==> src/rtl/hex_digit_accumulator_if.sv <==
// Digit-entry / word-handoff bundle for hex_digit_accumulator.
// The par signal exists only when HEXACC_PARITY_EN is defined.
interface hex_digit_accumulator_if #(
  parameter int DIGITS = 4,
  parameter int SELW   = 2
);
  logic [3:0]          d;
  logic                sh;
  logic                wr;
  logic [SELW-1:0]     sel;
  logic                sclr;
  logic [4*DIGITS-1:0] q;
  logic [SELW:0]       cnt;
  logic                q_vld;
  logic                q_rdy;
  logic                ovf;
`ifdef HEXACC_PARITY_EN
  logic                par;
`endif

  // Producer/consumer side: keypad decoder plus HEX2BIN converter.
  modport master (
    output d, sh, wr, sel, sclr, q_rdy,
    input  q, cnt, q_vld, ovf
`ifdef HEXACC_PARITY_EN
    , input par
`endif
  );

  modport slave (
    input  d, sh, wr, sel, sclr, q_rdy,
    output q, cnt, q_vld, ovf
`ifdef HEXACC_PARITY_EN
    , output par
`endif
  );
endinterface

==> src/rtl/hex_digit_accumulator.sv <==
// Collects DIGITS hex digits by shift-in or addressed write and hands the word on via valid/ready.
// Optional HEXACC_PARITY_EN adds a registered even-parity output of Q.
module hex_digit_accumulator #(
  parameter int DIGITS = 4,
  parameter int SELW   = 2
) (
  input  logic                  i_clk,
  input  logic                  i_clr,
  hex_digit_accumulator_if.slave bus
);

  typedef enum logic [1:0] {
    ST_EMPTY = 2'd0,
    ST_FILL  = 2'd1,
    ST_HOLD  = 2'd2
  } state_t;

  localparam logic [SELW:0] CNT_FULL = (SELW+1)'(DIGITS);

  function automatic logic f_even_parity(input logic [4*DIGITS-1:0] v);
    return ^v;
  endfunction

  state_t              r_state, w_state_n;
  logic [4*DIGITS-1:0] r_q, w_q_n;
  logic [SELW:0]       r_cnt, w_cnt_n;
  logic                r_q_vld, w_q_vld_n;
  logic                r_ovf, w_ovf_n;
  logic                w_take;
  logic                w_sh_acc;

  assign w_take   = r_q_vld & bus.q_rdy;
  // A shift in HOLD is only accepted when the word is being taken on the same edge.
  assign w_sh_acc = bus.sh & ((r_state != ST_HOLD) | w_take);

  // Next-state and next-output computation.
  always_comb begin
    w_state_n = r_state;
    w_q_n     = r_q;
    w_cnt_n   = r_cnt;
    w_q_vld_n = r_q_vld;
    w_ovf_n   = r_ovf;
    if (bus.sclr) begin
      w_state_n = ST_EMPTY;
      w_q_n     = {(4*DIGITS){1'b0}};
      w_cnt_n   = {(SELW+1){1'b0}};
      w_q_vld_n = 1'b0;
      w_ovf_n   = 1'b0;
    end else begin
      if (w_take) begin
        w_state_n = ST_EMPTY;
        w_cnt_n   = {(SELW+1){1'b0}};
        w_q_vld_n = 1'b0;
      end else begin
        w_state_n = r_state;
      end
      if (w_sh_acc) begin
        w_q_n   = {r_q[4*DIGITS-5:0], bus.d};
        w_cnt_n = w_cnt_n + {{SELW{1'b0}}, 1'b1};
        if (w_cnt_n == CNT_FULL) begin
          w_state_n = ST_HOLD;
          w_q_vld_n = 1'b1;
        end else begin
          w_state_n = ST_FILL;
        end
      end else begin
        if (bus.sh) begin
          w_ovf_n = 1'b1;
        end else begin
          w_ovf_n = r_ovf;
        end
        // Slots at or beyond DIGITS never match, so such writes fall away silently.
        for (int i = 0; i < DIGITS; i++) begin
          if (bus.wr && (bus.sel == SELW'(i))) begin
            w_q_n[4*i +: 4] = bus.d;
          end else begin
            w_q_n[4*i +: 4] = w_q_n[4*i +: 4];
          end
        end
      end
    end
  end

  // State and output registers.
  always_ff @(posedge i_clk or posedge i_clr) begin
    if (i_clr) begin
      r_state <= ST_EMPTY;
      r_q     <= {(4*DIGITS){1'b0}};
      r_cnt   <= {(SELW+1){1'b0}};
      r_q_vld <= 1'b0;
      r_ovf   <= 1'b0;
    end else begin
      r_state <= w_state_n;
      r_q     <= w_q_n;
      r_cnt   <= w_cnt_n;
      r_q_vld <= w_q_vld_n;
      r_ovf   <= w_ovf_n;
    end
  end

  assign bus.q     = r_q;
  assign bus.cnt   = r_cnt;
  assign bus.q_vld = r_q_vld;
  assign bus.ovf   = r_ovf;

`ifdef HEXACC_PARITY_EN
  logic r_par;

  // Parity register, loaded from the same next-Q so it always tracks Q.
  always_ff @(posedge i_clk or posedge i_clr) begin
    if (i_clr) begin
      r_par <= 1'b0;
    end else begin
      r_par <= f_even_parity(w_q_n);
    end
  end

  assign bus.par = r_par;
`endif

endmodule
==> src/flat_wrapper.sv <==
// flat-port wrapper written by rule: the top's interface ports become plain ports
module hex_digit_accumulator_flat 
#(
  parameter int DIGITS = 4,
  parameter int SELW   = 2
)
  (i_clk, i_clr, bus_d, bus_sh, bus_wr, bus_sel, bus_sclr, bus_q_rdy, bus_q, bus_cnt, bus_q_vld, bus_ovf);
  hex_digit_accumulator_if #(.DIGITS(DIGITS), .SELW(SELW)) bus_i ();
  input  logic i_clk;
  input  logic i_clr;
  input wire logic [$bits(bus_i.d)-1:0] bus_d;
  input wire logic [$bits(bus_i.sh)-1:0] bus_sh;
  input wire logic [$bits(bus_i.wr)-1:0] bus_wr;
  input wire logic [$bits(bus_i.sel)-1:0] bus_sel;
  input wire logic [$bits(bus_i.sclr)-1:0] bus_sclr;
  input wire logic [$bits(bus_i.q_rdy)-1:0] bus_q_rdy;
  output wire logic [$bits(bus_i.q)-1:0] bus_q;
  output wire logic [$bits(bus_i.cnt)-1:0] bus_cnt;
  output wire logic [$bits(bus_i.q_vld)-1:0] bus_q_vld;
  output wire logic [$bits(bus_i.ovf)-1:0] bus_ovf;
  assign bus_i.d = bus_d;
  assign bus_i.sh = bus_sh;
  assign bus_i.wr = bus_wr;
  assign bus_i.sel = bus_sel;
  assign bus_i.sclr = bus_sclr;
  assign bus_i.q_rdy = bus_q_rdy;
  assign bus_q = bus_i.q;
  assign bus_cnt = bus_i.cnt;
  assign bus_q_vld = bus_i.q_vld;
  assign bus_ovf = bus_i.ovf;
  hex_digit_accumulator #(.DIGITS(DIGITS), .SELW(SELW)) u_core (.i_clk(i_clk), .i_clr(i_clr), .bus(bus_i));
endmodule
==> config.mk <==
export PLATFORM = sky130hd
export DESIGN_NAME = hex_digit_accumulator_flat
export DESIGN_NICKNAME = d
export VERILOG_FILES = /design/src/rtl/hex_digit_accumulator_if.sv /design/src/rtl/hex_digit_accumulator.sv /design/src/flat_wrapper.sv
export SDC_FILE = /design/constraint.sdc
export NUM_CORES = 1
export LEC_CHECK = 0
export ABC_AREA = 1
export CORE_MARGIN = 2
export CORE_UTILIZATION = 50
export DETAILED_ROUTE_END_ITERATION = 7
export PLACE_DENSITY = 0.84
export SYNTH_ARGS = -nofsm -noshare
export SYNTH_HDL_FRONTEND = slang
export SYNTH_SLANG_ARGS = --single-unit
export TNS_END_PERCENT = 20
==> constraint.sdc <==
create_clock -name i_clk -period 2.8 [get_ports i_clk]
set_input_delay 0.28 -clock i_clk [delete_from_list [all_inputs] [get_ports i_clk]]
set_output_delay 0.28 -clock i_clk [all_outputs]
set_load 0.05 [all_outputs]
==> results of run 1 <==
cells by family (layout without fill, tap and decap cells):
family | count (synthesis) | count (layout)
AOI/OAI and AO/OA | 7 | 7
DFF | 23 | 23
and+or+nand+nor | 106 | 106
buffers and inverters | 22 | 53
adders and majority gates | 2 | 2
xor gates and xnor gates | 1 | 1
cells in the mapped netlist:
master	n
inv_2	3
a21oi_1	1
nand2_1	60
nand3b_1	1
buf_2	5
a31oi_1	1
nand3_4	1
nor2_4	1
buf_8	1
ha_1	2
xor2_1	1
a21oi_4	3
nand4_1	4
dfrtp_1	23
nand2_2	2
inv_1	13
nor2_1	5
nand3_1	32
o21ai_2	2
worst paths after layout:
check,start,end,slack (ns),depth (start not counted)
min reg2reg,u_core.bus.ovf,u_core.bus.ovf,0.53,2
min,i_clr,u_core.bus.cnt[2],0.42,2
max reg2reg,u_core.bus.q_vld,u_core.bus.q[12],1.00,7
min in group i_clk,u_core.bus.ovf,u_core.bus.ovf,0.53,2
max in group asynchronous,i_clr,u_core.bus.q[1],1.87,2
max,u_core.bus.q[1],bus_q[1],0.97,1
stage by stage:
| stage | setup slack [ns] | util, % | power (W) |
|---|---|---|---|
| finish | 0.9708 | 66.51 | 0.0007163 |
| global route | 0.8263 | 66.51 | 0.0007546 |
| CTS | 0.9658 | 66.51 | 0.0007229 |
| detailed placement | 0.6763 | 65.38 | 0.0005733 |
| global placement | 0.6996 | 65.38 | 0.0005698 |
| floorplan | 1.144 | - | 0.0005051 |
power breakdown:
part / switching, W / internal (W) / total (W) / leakage, nW
Clock: 0.0000966 / 0.0000534 / 0.000150 / 0.0177
Combinational: 0.000134 / 0.0000676 / 0.000201 / 0.521
Sequential: 0.0000143 / 0.000351 / 0.000365 / 0.309
Total: 0.000245 / 0.000472 / 0.000716 / 0.848
final cells by class:
| type | instances | area, sq um | share of cell area, % |
|---|---|---|---|
| flip-flops and latches | 23 | 575.6 | 35.58 |
| inverters | 16 | 60.06 | 3.712 |
| multi-input cells | 116 | 589.3 | 36.43 |
| clock inverters | 1 | 5.005 | 0.3094 |
| repair buffers | 33 | 327.8 | 20.26 |
| well taps | 30 | 37.54 | 2.320 |
| clock buffers | 3 | 22.52 | 1.392 |
routing by layer:
metal  part of all wire, %  track usage, %
met1                    46           27.70
met5                     0               0
met3                   7.1           3.552
met4                   1.3           7.500
met2                    46           32.73
flip-flops by register name, summed over array words and instances (netlist names):
signal            cells
u_core.bus.cnt        3
u_core.bus.q         16
u_core.bus.q_vld      1
u_core.bus.ovf        1
u_core.r_state        2
==> impl_metrics.py, run 1 <==
metrics = {
    "outcome": {
        "status": "finished, final reports clean",
    },
    "grt": {
        "grt_antenna_before_repair": 0,
        "grt_util_all_layers_pct": 20.45,
        "grt_pass1_vias": 980,
        "grt_max_degree": 31,
        "grt_pass1_wl_microns": 4326,
        "grt_overflow_total": 0,
    },
    "cts": {
        "path_clk_slew_ns": 0.12,
        "cts-root-buf": "clkbuf_4",
        "post_cts_buffers": 0,
        "cts_buffers": 3,
        "cts_tree": "built",
        "clock-sinks": 23,
        "cts_hold_buffers": 0,
        "cts_resized": 0,
        "clock_latency_ns": 0.31,
        "htreeDepth": 1,
        "ctsLongestPathBuffers": 2,
    },
    "logic_synthesis": {
        "yosys_register_bits": 23,
        "synth.net_count": 175,
        "netlist_top_cells_area": "dfrtp_1, nand2_1, nand3_1",
        "yosysSeqAreaShare_pct": 45.50,
        "synth_mux_area_share_pct": 0,
        "synth_compound_area_share_pct": 6.133,
        "synthDistinctLibCells": 19,
        "syn-instance-count": 161,
        "synth_adder_area_share_pct": 1.978,
        "synth_top_family_by_area": "simple AND/OR/NAND/NOR gates",
        "synth.cell_area_sq_um": 1265,
        "synth-xor-area-share_pct": 0.6924,
        "avgSynthCellArea_sq_um": 7.857,
        "yosys.area.top_type_share_pct": 45.50,
        "yosys_warnings": 0,
        "synth_top_area_cell": "dfrtp_1",
        "synth_simple_gate_area_share_pct": 37.78,
    },
    "routing": {
        "vias_per_cell": 5.207,
        "via_count": 1156,
        "ant_nets": 0,
        "drc": 0,
        "drt_iter0_drc": 26,
        "drtPass1Iterations": 4,
        "wl_per_cell_microns": 12.20,
        "wirelength_microns": 2709,
    },
    "timing": {
        "period_minus_slack_ns": 1.829,
        "min_period_over_period_pct": 65.33,
        "holdWs_ns": 0.4214,
        "max_slew_margin_pct": 44.03,
        "tightest_slew_ns": 0.8387,
        "finalHoldViolations": 0,
        "max_freq_mhz": 546.7,
        "fin_worst_skew_ns": 0.002787,
        "grt_setup_unrepaired": "false",
        "setup_violations": 0,
        "fin_setup_tns_ns": 0,
        "maxSlewViolCount": 0,
    },
    "run": {
        "maxCapViolCount": 0,
    },
    "final_layout": {
        "design_area_sq_um": 1618,
        "syn2layout_area_growth_pct": 27.89,
        "instances_no_fill": 222,
        "most-common-layout-cells": "nand2_1, nand3_1, clkdlybuf4s50_1",
        "final_common_cell": "nand2_1",
        "nets": 207,
        "num-fill-cells": 214,
        "drive_gt1_share_pct": 8.854,
        "antenna_cells": 0,
    },
    "power": {
        "vdd_drop_max_v": 0.0003774,
        "leakage_nw": 0.8482,
        "power.density_nw_per_um2": 442.7,
    },
    "worst_setup_path": {
        "crit_path_end_kind": "output pin",
        "arrival_ns": 1.55,
        "crit_type": "register to output pin",
        "crit_family": "buffers and inverters",
        "worstPathRequired_ns": 2.52,
        "cp_max_fo": 3,
        "startpoint_type": "register",
        "path_cells": "clkdlybuf4s50_1",
        "slowest_stage": "clkdlybuf4s50_1",
        "cpPeakStageDelay_ns": 0.82,
        "critPathBufInv": 1,
    },
    "placement": {
        "dpl.hpwl_microns": 2058,
        "dpl_cell_area_sq_um": 1590,
        "dp_cells": 218,
        "io_buffers": 32,
        "gp_congestion": 0.8441,
    },
    "floorplanning": {
        "initial_core_util_pct": 52.01,
        "dieArea_sq_um": 2948,
        "rows": 18,
        "io_pins": 33,
        "die_w_microns": 54.30,
        "core_area_sq_um": 2432,
        "die_h_microns": 54.30,
    },
    "worst_hold_path": {
        "hold_class": "input pin to asynchronous set/reset pin",
    },
}
Power figures use the tool's default switching activity.
==> run 2, diff against run 1 <==
Settings changed: CORE_UTILIZATION 50 to 43, PLACE_DENSITY 0.84 to 0.77.
Clock period 2.8 ns to 1.6 ns, I/O delays scaled along.
==> run 2 against run 1 <==
Net effect: cell count is 4.5% higher; hold slack worse by 0.25 ns; largest power group unchanged; critical path depth is 5 higher; core utilization is 7.8 points lower; setup slack worse by 0.71 ns; first-iteration DRC count is 3.8% higher; sequential power is 75% higher; count of clock-buffer cells in the layout is 1 higher; global-route usage is 1.4 points lower; clock power is 73% higher; clock skew hardly changed.
==> impl_metrics.py, run 2 (same netlist as run 1, synthesis figures left out) <==
metrics = {
    "final_layout": {
        "num-fill-cells": 253,
        "antenna_cells": 0,
        "syn2layout_area_growth_pct": 29.18,
        "drive_gt1_share_pct": 23.38,
        "largest_reg_flops": 16,
        "nets": 216,
        "final_common_cell": "nand2_1",
        "most-common-layout-cells": "nand2_1, nand3_1, buf_4",
        "instances_no_fill": 232,
    },
    "grt": {
        "grt_util_all_layers_pct": 19.02,
        "grt_pass1_vias": 1252,
        "grt_pass1_wl_microns": 5106,
        "grt_overflow_total": 0,
        "grt_antenna_before_repair": 0,
        "grt_max_degree": 24,
    },
    "routing": {
        "wirelength_microns": 2824,
        "wl_per_cell_microns": 12.17,
        "vias_per_cell": 5.147,
        "ant_nets": 0,
        "drt_iter0_drc": 27,
        "via_count": 1194,
        "drtPass1Iterations": 4,
        "drc": 0,
    },
    "worst_setup_path": {
        "r2r.worst_path.cells": 6,
        "arrival_ns": 1.58,
        "cp_max_fo": 6,
        "timing.rr.end": "u_core.bus.cnt[2]",
        "crit_type": "register to register",
        "startpoint": "u_core.bus.q_vld",
        "crit_end": "u_core.bus.cnt[2]",
        "crit_path_end_kind": "register",
        "startpoint_type": "register",
        "worstPathRequired_ns": 1.84,
        "r2r_slack_ns": 0.26,
        "r2r-start": "u_core.bus.q_vld",
    },
    "cts": {
        "path_clk_slew_ns": 0.12,
        "clock_latency_ns": 0.30,
        "cts-root-buf": "clkbuf_4",
        "htreeDepth": 1,
        "cts_resized": 0,
        "cts_buffers": 3,
        "post_cts_buffers": 0,
        "clock-sinks": 23,
        "ctsLongestPathBuffers": 2,
        "cts_hold_buffers": 0,
        "cts_tree": "built",
    },
    "timing": {
        "setup_violations": 0,
        "fin_worst_skew_ns": 0.002360,
        "period_minus_slack_ns": 1.340,
        "fin_setup_tns_ns": 0,
        "max_freq_mhz": 746.2,
        "grt_setup_unrepaired": "false",
        "min_period_over_period_pct": 83.76,
        "maxSlewViolCount": 0,
        "holdWs_ns": 0.1736,
        "tightest_slew_ns": 0.2848,
        "finalHoldViolations": 0,
        "max_slew_margin_pct": 81.01,
    },
    "placement": {
        "gp_congestion": 0.8725,
        "dpl.hpwl_microns": 2225,
        "io_buffers": 32,
        "dp_cells": 228,
    },
    "power": {
        "intPower_w": 0.0008312,
        "leakage_nw": 0.9231,
        "vdd_drop_max_v": 0.0006872,
        "switching_share_pct": 33.92,
        "seq_power_share_pct": 50.8,
        "power.density_nw_per_um2": 769.8,
        "pwr-share-clk_pct": 20.7,
        "comb_power_share_pct": 28.6,
        "switchingPower_w": 0.0004267,
    },
    "worst_hold_path": {
        "hold_class": "input pin to asynchronous set/reset pin",
    },
    "outcome": {
        "status": "finished, final reports clean",
    },
    "floorplanning": {
        "die_h_microns": 58.24,
        "rows": 19,
        "io_pins": 33,
        "dieArea_sq_um": 3392,
        "die_w_microns": 58.24,
        "core_area_sq_um": 2781,
        "initial_core_util_pct": 45.48,
    },
    "run": {
        "maxCapViolCount": 0,
    },
}
==> run 2: cell types whose count changed in the layout (fill, tap and decap cells not counted), sizes merged <==
cell and change:
clkbuf +1, buf +30, clkinv -1, clkdlybuf4s50 -21
==> run 2: worst min path at each step <==
stage	startpoint	to	slack (ns)	cells after the start
after global placement	u_core.bus.q[15]	u_core.bus.q[15]	0.50	2
after detailed placement	u_core.bus.q[15]	u_core.bus.q[15]	0.50	2
after floorplan	i_clr	u_core.bus.cnt[0]	0.16	1
final	i_clr	u_core.bus.cnt[2]	0.17	3
after CTS	i_clr	u_core.bus.cnt[2]	0.18	3
after global routing	i_clr	u_core.bus.q[15]	0.20	3
==> run 2: stage by stage <==
step	cell area (sq um)	setup WS (ns)	util (%)	power (W)
final	1634	0.2599	58.75	0.001258
after global routing	1634	0.1766	58.75	0.001333
after CTS	1634	0.2507	58.75	0.001273
after detailed placement	1608	-0.01286	57.80	0.001010
after global placement	1608	0.05025	57.80	0.001005
after floorplan	1266	0.1087	-	0.0008839
==> run 2: layer usage <==
layer | share of wire [%] | GRT usage (%) | wire length [microns]
met3 | 4.3 | 2.455 | 121
met2 | 48 | 32.31 | 1342
met5 | 0 | 0 | 0
met4 | 2.2 | 7.973 | 63
met1 | 46 | 24.39 | 1297
==> run 2: worst max-delay path, stage by stage (launching register included) <==
cell     delay [ns]
dfrtp_2        0.40
nand2_2        0.11
nand2_1        0.09
inv_2          0.04
ha_1           0.20
ha_1           0.31
o21ai_2        0.13
==> run 2: area by class of cell <==
| type | instances | area, sq um | area share (%) |
|---|---|---|---|
| multi-input combinational | 116 | 589.3 | 36.06 |
| sequential | 23 | 576.8 | 35.30 |
| timing repair buffer | 42 | 342.8 | 20.98 |
| inverter | 16 | 60.06 | 3.675 |
| tap | 31 | 38.79 | 2.374 |
| clock buffer | 4 | 26.28 | 1.608 |
==> run 2: power groups by stage <==
stage	clock network, W	registers, W	logic (W)
floorplan	0	0.000753	0.000131
global placement	0	0.000649	0.000356
detailed placement	0	0.000650	0.000361
CTS	0.000273	0.000639	0.000361
global route	0.000299	0.000643	0.000390
finish	0.000260	0.000638	0.000359
==> RTL change (settings of run 2) <==
`DIGITS` is set to 4 in 3 places; all go to 8.
--- a/src/rtl/hex_digit_accumulator_if.sv
+++ b/src/rtl/hex_digit_accumulator_if.sv
@@ -2,5 +2,5 @@
 // The par signal exists only when HEXACC_PARITY_EN is defined.
 interface hex_digit_accumulator_if #(
-  parameter int DIGITS = 4,
+  parameter int DIGITS = 8,
   parameter int SELW   = 2
 );
--- a/src/rtl/hex_digit_accumulator.sv
+++ b/src/rtl/hex_digit_accumulator.sv
@@ -2,5 +2,5 @@
 // Optional HEXACC_PARITY_EN adds a registered even-parity output of Q.
 module hex_digit_accumulator #(
-  parameter int DIGITS = 4,
+  parameter int DIGITS = 8,
   parameter int SELW   = 2
 ) (
--- a/src/flat_wrapper.sv
+++ b/src/flat_wrapper.sv
@@ -2,5 +2,5 @@
 module hex_digit_accumulator_flat 
 #(
-  parameter int DIGITS = 4,
+  parameter int DIGITS = 8,
   parameter int SELW   = 2
 )
Ports: changed (resized bus_q); port bits go from 33 to 49. The function was not compared with the original's and may differ.
==> RTL change against run 2 <==
  * Core utilization up 0.70 points
  * Worst setup slack worse by 0.034 ns
  * Sequential power is 69% higher
  * Synthesized area is 56% higher
  * Routed wire length is 69% higher
  * Final area increased by 59%
  * Total power up 86%
  * Critical path depth grew 2
  * Sequential cell count rose by 16
  * Die area is 52% higher
==> RTL change: results (changes against run 2) <==
Run status
  – Status: completed

Logic synthesis
  – Synth cell types: 24 (+5)
  – Net count after synthesis: 268 (+53%)
  – Post-Synth XOR/XNOR Area: 0.00444 (-0.00249)
  – Register area share after synthesis: 0.494 (+0.0393)
  – Post-synth top cells: 127 x nand2_1, 40 x nand3_1, 39 x dfrtp_1
  – Synth Area in Compound Gates: 0.0412 (-0.0201)
  – Post-synthesis adder-cell area fraction: 0.0127 (-0.00711)
  – Ranking of synthesized cells by area: dfrtp_1 49%, nand2_1 24%, nand3_1 10%, nand2_2 1.9%, a21oi_4 1.6%

Clock tree
  – # clock sinks: 39 (+70%)
  – CTS Buf Count: 5 (+2)
  – CTS max path bufs: 2 (unchanged)
  – H-tree levels: 2 (+1)
  – CTS clk-pin slew, worst paths: 0.07 ns (-0.05 ns)
  – Clock root buffer: clkbuf_8

Critical path
  – CP delay by family, top: simple AND/OR/NAND/NOR gates
  – Max incr delay on CP: 0.43 ns (+0.03 ns)
  – Crit-path max FO: 15 (+9)
  – R2R setup slack: 0.23 ns (-0.03 ns)

Cells and area
  – Multi-input gate share of total cell area: 0.343 (-0.0179)
  – CLK BUF: 8 (+4)
  – NonClk Buf Share: 0.205 (-0.00529)
  – Inverters, non-clock: 10 (-6)
  – Sequential Area: 977 um2 (+69%)
  – Max reg flops: 32 (+16)
  – Multi-input comb cells: 196 (+69%)
  – Largest class: registers
  – Filler instances: 416 (+64%)
  – Clk cell area share: 0.0384 (+0.0223)
  – Nets: 330 (+53%)

Drt
  – Wire length on met3: 275 um (+130%)
  – Metal-1 WL: 2.24 mm (+72%)
  – Routed WL per cell: 12.9 um (+6.1%)
  – Vias/cell: 4.93 (-4.2%)
  – WL met2: 2.18 mm (+63%)
  – Number of DRC markers in iteration 0: 131 (+390%)

Global routing
  – Met1 Resource Use GR: 0.305 (+0.0611)
  – Largest net degree at the start of global routing: 40 (+67%)
  – Tot GR Track Use: 0.210 (+0.0200)
  – Vias in the first global route: 1,704 (+36%)
  – First-pass GRT wire length: 8.44 mm (+65%)
  – GR Layer Usage met3: 0.0450 (+0.0205)

Power and ir drop
  – Sw power: 734 uW (+72%)
  – Clock power frac: 0.312 (+0.105)
  – Seq pwr share: 0.461 (-0.047)
  – Power, Total: 2.34 mW (+86%)
  – VDD IR max: 395 uV (-43%)
  – LEAKAGE: 1.49 nW (+62%)

Placement
  – Port buffer count: 48 (+50%)
  – Dpl cell area: 2510 um2 (+56%)
  – RePlAce Congestion: 0.860 (-1.5%)
  – Hpwl dp: 3.37 mm (+52%)

Die
  – Die width: 71.8 um (+23%)

STA
  – Clock Skews: 0.00500 ns (+0.00264 ns)
  – Slew @ Worst Pin: 0.345 ns (+0.0606 ns)

Worst hold path
  – HP Class: input pin to async pin
==> RTL change: metrics by stage <==
stage	worst slack (ns)	hold slack [ns]	std cells	utilization	setup TNS, ns
after CTS	0.224	0.223	369	0.594	0
after detailed placement	-0.0392	0.473	361	0.572	-0.0800
after global routing	0.128	0.235	369	0.594	0
final	0.226	0.212	369	0.594	0
after global placement	0.0159	0.466	361	0.572	0
after floorplan	0.0728	0.264	254	-	0
==> RTL change: final timing paths <==
path / startpoint / endpoint / cells past startpoint
max in group asynchronous: i_clr / u_core.bus.q[6] / 3
setup / recovery: u_core.bus.q_vld / u_core.bus.q[1] / 8
hold / removal: i_clr / u_core.r_state[1] / 3
hold reg to reg: u_core.bus.q[29] / u_core.bus.q[29] / 2
min in group i_clk: bus_d[2] / u_core.bus.q[2] / 3
setup reg to reg: u_core.bus.q_vld / u_core.bus.q[1] / 8
